$ cat src/rtl/nes_pad_reader.sv
// NES controller reader: pulses latch, clocks out 8 serial bits and publishes an
// active-high, registered button vector with a one-cycle valid strobe.
`timescale 1ns/1ps
module nes_pad_reader #(
  parameter int LATCH_CYCLES = 300,
  parameter int HALF_BIT     = 150
) (
  input  logic       clk,
  input  logic       rst_n,
  input  logic       trigger,
  input  logic       nes_data,
  output logic       nes_latch,
  output logic       nes_clk,
  output logic [7:0] buttons,
  output logic       valid,
  output logic       pad_present,
  output logic       busy
);

  // state    | meaning
  // IDLE     | waiting for trigger
  // LATCH    | nes_latch high for LATCH_CYCLES
  // BIT_LOW  | nes_clk low, sample bit on last cycle
  // BIT_HIGH | nes_clk high, controller shifts next bit
  // DONE     | publish buttons, pulse valid
  typedef enum logic [2:0] {
    S_IDLE, S_LATCH, S_BIT_LOW, S_BIT_HIGH, S_DONE
  } state_t;

  localparam int CNT_MAX = (LATCH_CYCLES > HALF_BIT) ? LATCH_CYCLES : HALF_BIT;
  localparam int CNT_W   = $clog2(CNT_MAX + 1);
  localparam logic [CNT_W-1:0] LATCH_LOAD = CNT_W'(LATCH_CYCLES - 1);
  localparam logic [CNT_W-1:0] HALF_LOAD  = CNT_W'(HALF_BIT - 1);
  localparam logic [CNT_W-1:0] CNT_ONE    = CNT_W'(1);

  state_t           state_q, state_d;
  logic [CNT_W-1:0] cnt_q, cnt_d;
  logic [2:0]       idx_q, idx_d;
  logic [7:0]       shift_q, shift_d;
  logic             data_meta_q, data_meta_d;
  logic             data_sync_q, data_sync_d;
  logic             nes_latch_q, nes_latch_d;
  logic             nes_clk_q, nes_clk_d;
  logic [7:0]       buttons_q, buttons_d;
  logic             valid_q, valid_d;
  logic             pad_present_q, pad_present_d;
  logic             busy_q, busy_d;
  logic             cnt_tc;

  assign cnt_tc = (cnt_q == '0);

  always_comb begin
    state_d       = state_q;
    cnt_d         = cnt_q;
    idx_d         = idx_q;
    shift_d       = shift_q;
    buttons_d     = buttons_q;
    pad_present_d = pad_present_q;
    valid_d       = 1'b0;
    data_meta_d   = nes_data;
    data_sync_d   = data_meta_q;

    case (state_q)
      S_IDLE: begin
        if (trigger) begin
          state_d = S_LATCH;
          cnt_d   = LATCH_LOAD;
        end
      end
      S_LATCH: begin
        if (cnt_tc) begin
          state_d = S_BIT_LOW;
          cnt_d   = HALF_LOAD;
          idx_d   = 3'd0;
        end else begin
          cnt_d = cnt_q - CNT_ONE;
        end
      end
      S_BIT_LOW: begin
        if (cnt_tc) begin
          // controller drives active-low; store as active-high
          shift_d[idx_q] = ~data_sync_q;
          cnt_d          = HALF_LOAD;
          state_d        = (idx_q == 3'd7) ? S_DONE : S_BIT_HIGH;
        end else begin
          cnt_d = cnt_q - CNT_ONE;
        end
      end
      S_BIT_HIGH: begin
        if (cnt_tc) begin
          idx_d   = idx_q + 3'd1;
          cnt_d   = HALF_LOAD;
          state_d = S_BIT_LOW;
        end else begin
          cnt_d = cnt_q - CNT_ONE;
        end
      end
      S_DONE: begin
        valid_d = 1'b1;
        state_d = S_IDLE;
        // every line low means a floating/pulled-down input, not a real pad
        if (shift_q == 8'hFF) begin
          buttons_d     = 8'h00;
          pad_present_d = 1'b0;
        end else begin
          buttons_d     = shift_q;
          pad_present_d = 1'b1;
        end
      end
      default: state_d = S_IDLE;
    endcase

    nes_latch_d = (state_d == S_LATCH);
    nes_clk_d   = (state_d == S_BIT_HIGH);
    busy_d      = (state_d != S_IDLE);
  end

  always_ff @(posedge clk or negedge rst_n) begin
    if (!rst_n) begin
      state_q       <= S_IDLE;
      cnt_q         <= '0;
      idx_q         <= 3'd0;
      shift_q       <= 8'h00;
      data_meta_q   <= 1'b1;
      data_sync_q   <= 1'b1;
      nes_latch_q   <= 1'b0;
      nes_clk_q     <= 1'b0;
      buttons_q     <= 8'h00;
      valid_q       <= 1'b0;
      pad_present_q <= 1'b0;
      busy_q        <= 1'b0;
    end else begin
      state_q       <= state_d;
      cnt_q         <= cnt_d;
      idx_q         <= idx_d;
      shift_q       <= shift_d;
      data_meta_q   <= data_meta_d;
      data_sync_q   <= data_sync_d;
      nes_latch_q   <= nes_latch_d;
      nes_clk_q     <= nes_clk_d;
      buttons_q     <= buttons_d;
      valid_q       <= valid_d;
      pad_present_q <= pad_present_d;
      busy_q        <= busy_d;
    end
  end

  assign nes_latch   = nes_latch_q;
  assign nes_clk     = nes_clk_q;
  assign buttons     = buttons_q;
  assign valid       = valid_q;
  assign pad_present = pad_present_q;
  assign busy        = busy_q;

endmodule

$ cat config.mk
export PLATFORM = sky130hd
export DESIGN_NAME = nes_pad_reader
export DESIGN_NICKNAME = d
export VERILOG_FILES = /design/src/rtl/nes_pad_reader.sv
export SDC_FILE = /design/constraint.sdc
export NUM_CORES = 1
export LEC_CHECK = 0
export CORE_AREA = 4 4 67 69
export DETAILED_ROUTE_END_ITERATION = 8
export DIE_AREA = 0 0 71 73
export MAX_ROUTING_LAYER = met4
export PLACE_DENSITY = 0.72
export SLEW_MARGIN = 10
export SYNTH_ARGS = -nofsm -noshare
export SYNTH_HDL_FRONTEND = slang
export SYNTH_SLANG_ARGS = --single-unit
$ cat constraint.sdc
create_clock -name clk -period 3 [get_ports clk]
set_clock_uncertainty 0.1 [all_clocks]
set_input_delay 0.45 -clock clk [delete_from_list [all_inputs] [get_ports clk]]
set_output_delay 0.45 -clock clk [all_outputs]
set_load 0.005 [all_outputs]
==> flow_summary.yaml <==
power:
  ir_drop_mv: 0.230
  p_leak_nw: 0.853
  power_dens_cells_nw_per_um2: 441
die:
  fp.coreArea_um2: 3910
  design.portCount: 17
  die_h_um: 73
  design.die.area_um2: 5180
  die_width_um: 71
  initial_utilization_pct: 43.9
  row_count: 23
timing:
  fin_tns_setup_ns: 0
  fin_crit_sh_pct: 80.9
  setup_viol: 0
  hold_viol: 0
  maxClockFrequency_mhz: 412
  slew-limit-headroom_pct: 45.1
  fin_crit_ns: 2.43
  whs_ns: 0.155
  maxSlewViolCount: 0
  timing_worst_slew_pin_value_ns: 0.824
  grt_setup_unrepaired: "false"
flow_run:
  max_cap_viol_count: 0
clock_tree:
  numCtsBuffers: 5
  cts_post_setup_buffers_inserted: 0
  path_clk_slew_ns: 0.07
  clockBufferDepth: 2
  cts_sinks: 38
  cts-root-buf: "clkbuf_8"
  clock_tree.htree_level_count: 2
  cts_hold_repair.buffers: 0
  cts_repair_resize_count: 0
  clock_latency_late_sink_ns: 0.29
  cts_tree: "done"
place:
  place.detailed.instances: 218
  finalWeightedCongestion: 0.895
  post-dp-hpwl_um: 2450
  buffer_ports.inserted: 16
drt:
  vias: 1289
  drc: 0
  iter_0_drt_violations: 28
  via_per_inst: 5.70
  number_of_optimization_iterations_in_the_first_detailed_route_pass: 4
  detail_route.wl_per_cell_um: 15.1
  final_routed_wirelength_across_all_metal_layers_um: 3420
  final_antenna_net_count: 0
synthesis:
  synth_largest_type_area_fraction_pct: 52.4
  netlist_instances: 159
  synth-edff-count: 0
  synth.top_cells.by_count: "dfrtp_1, nand2_1, o21ai_0"
  synth_seq_cells: 38
  syn-cell-area_um2: 1720
  synth_top_flop_cell: "dfrtp_1"
  synth-seq-area-share_pct: 55.5
  synthesis.area_per_instance_um2: 10.8
  netlist.top_cell.by_area: "dfrtp_1"
  yosys-top-cells-area: "dfrtp_1, a22o_1, dfstp_2"
  ys_async_sr_fraction_pct: 100
  syn_nets: 166
  synth_cell_type_count: 42
  ys.warnings.count: 0
  synth_most_common_cell: "dfrtp_1"
global_routing:
  grt.overflow.total: 0
  grt_util_all_layers_pct: 15.5
  antenna_found_initial: 0
  grt_max_degree: 39
  first_global_vias: 1334
  wire_length_of_the_first_global_routing_pass_um: 6070
finish:
  nets: 182
  n_antenna_cell: 0
  layoutNonFillerInstCount: 226
  number_of_filler_cells_placed_in_the_layout: 351
  fraction_of_final_layout_cells_sized_beyond_drive_strength_1_pct: 10.2
  syn_to_final_growth_pct: 16.5
critical_path:
  critical_path.cell_chain: "inv_1 -> ha_1 -> or4b_1 -> or2_1 -> or3_1 -> a221oi_2"
  critical_path_class: "flop to flop"
  critPathMaxFanout: 12
  critPathCaptureType: "flop"
  critical_path_buf_inv_count: 1
  timing.critical_path.max_delay_family: "simple AND/OR/NAND/NOR gates"
  data_arrival_time_of_the_critical_path_ns: 2.53
  cell_with_the_largest_stage_delay_on_the_worst_path: "or4b_1"
  crit_path_start_kind: "flop"
  worst_ep_required_time_ns: 3.10
  critical_path.max_stage_delay_ns: 0.59
hold_path:
  hp-class: "input pin to async pin"
outcome:
  outcome: "finished clean"
==> routing by layer <==
layer | up-vias | wire length, µm | part of all wire [%] | GRT usage, %
met5 | - | 0 | 0 | -
li1 | 623 | - | - | -
met3 | 6 | 147 | 4.3 | 4.27
met1 | 629 | 1490 | 44 | 17.3
met2 | 31 | 1720 | 50 | 25.5
met4 | 0 | 61 | 1.8 | 7.52
==> worst paths after layout <==
| path | depth (start not counted) | slack (ns) | to | start |
|---|---|---|---|---|
| setup reg to reg | 6 | 0.57 | state_q[0] | cnt_q[0] |
| hold / removal | 1 | 0.16 | buttons[7] | rst_n |
| min in group clk | 0 | 0.26 | data_sync_q | data_meta_q |
| hold reg to reg | 0 | 0.26 | data_sync_q | data_meta_q |
| setup / recovery | 6 | 0.57 | state_q[0] | cnt_q[0] |
| max in group asynchronous | 1 | 2.12 | cnt_q[4] | rst_n |
==> stage by stage <==
step | area (µm²) | setup slack (ns) | total power [mW] | utilization, %
2_1_floorplan | 1720 | 0.835 | 0.527 | -
3_3_place_gp | 1910 | 0.680 | 0.540 | 48.8
3_5_place_dp | 1910 | 0.608 | 0.541 | 48.8
4_1_cts | 2000 | 0.585 | 0.893 | 51.2
5_1_grt | 2000 | 0.452 | 0.914 | 51.2
6_report | 2000 | 0.572 | 0.884 | 51.2
==> power by group <==
| group | switching, mW | leakage [nW] | internal [mW] |
|---|---|---|---|
| Clock | 0.166 | 0.0455 | 0.187 |
| Combinational | 0.0105 | 0.329 | 0.00315 |
| Sequential | 0.00194 | 0.478 | 0.515 |
==> registers in the layout, summed over array words and instances, names as in the netlist <==
signal	cells
pad_present	1
data_sync_q	1
state_q	3
nes_latch	1
valid	1
idx_q	3
nes_clk	1
cnt_q	9
buttons	8
busy	1
data_meta_q	1
shift_q	8
==> cell usage in the layout, fill, tap and decap left out, types with 2 or more instances in the layout <==
cell             netlist  final
a21o_1                 3      3
a21oi_1                9      9
a22o_1                 8      8
a31oi_1                7      7
clkbuf_1               5      2
clkbuf_8               0      6
clkdlybuf4s50_1        0     15
dfrtp_1               36     36
dfstp_2                2      2
ha_1                   3      3
inv_1                  7      7
mux2i_1                2      2
nand2_1               10     10
nand3_1                3      3
nand4_1                3      3
nor2_1                 8      8
nor2b_1                3      3
nor3_1                 5      5
o21ai_0               10     10
o21bai_1               2      2
o31ai_1                6      6
or3_1                  2      2
or4_1                  3      3
==> logic make-up (layout without fill, tap and decap cells) <==
| group | after synthesis | count (layout) | synth area share, % |
|---|---|---|---|
| simple gates | 48 | 48 | 16.5 |
| fa+ha+maj | 3 | 3 | 2.19 |
| flops | 38 | 38 | 55.5 |
| buf+inv | 15 | 32 | 3.35 |
| mux | 3 | 3 | 1.82 |
| compound gates | 52 | 52 | 20.7 |
==> final cells by class <==
cell class                 count  area, µm²  share of cell area (%)
sequential                    38        953                    47.6
multi-input combinational    106        707                    35.3
clock buffer                   8       90.1                    4.50
tap                           50       62.6                    3.13
timing repair buffer          17        163                    8.13
inverter                       7       26.3                    1.31
Note: power is estimated with default switching activity, not from simulation.
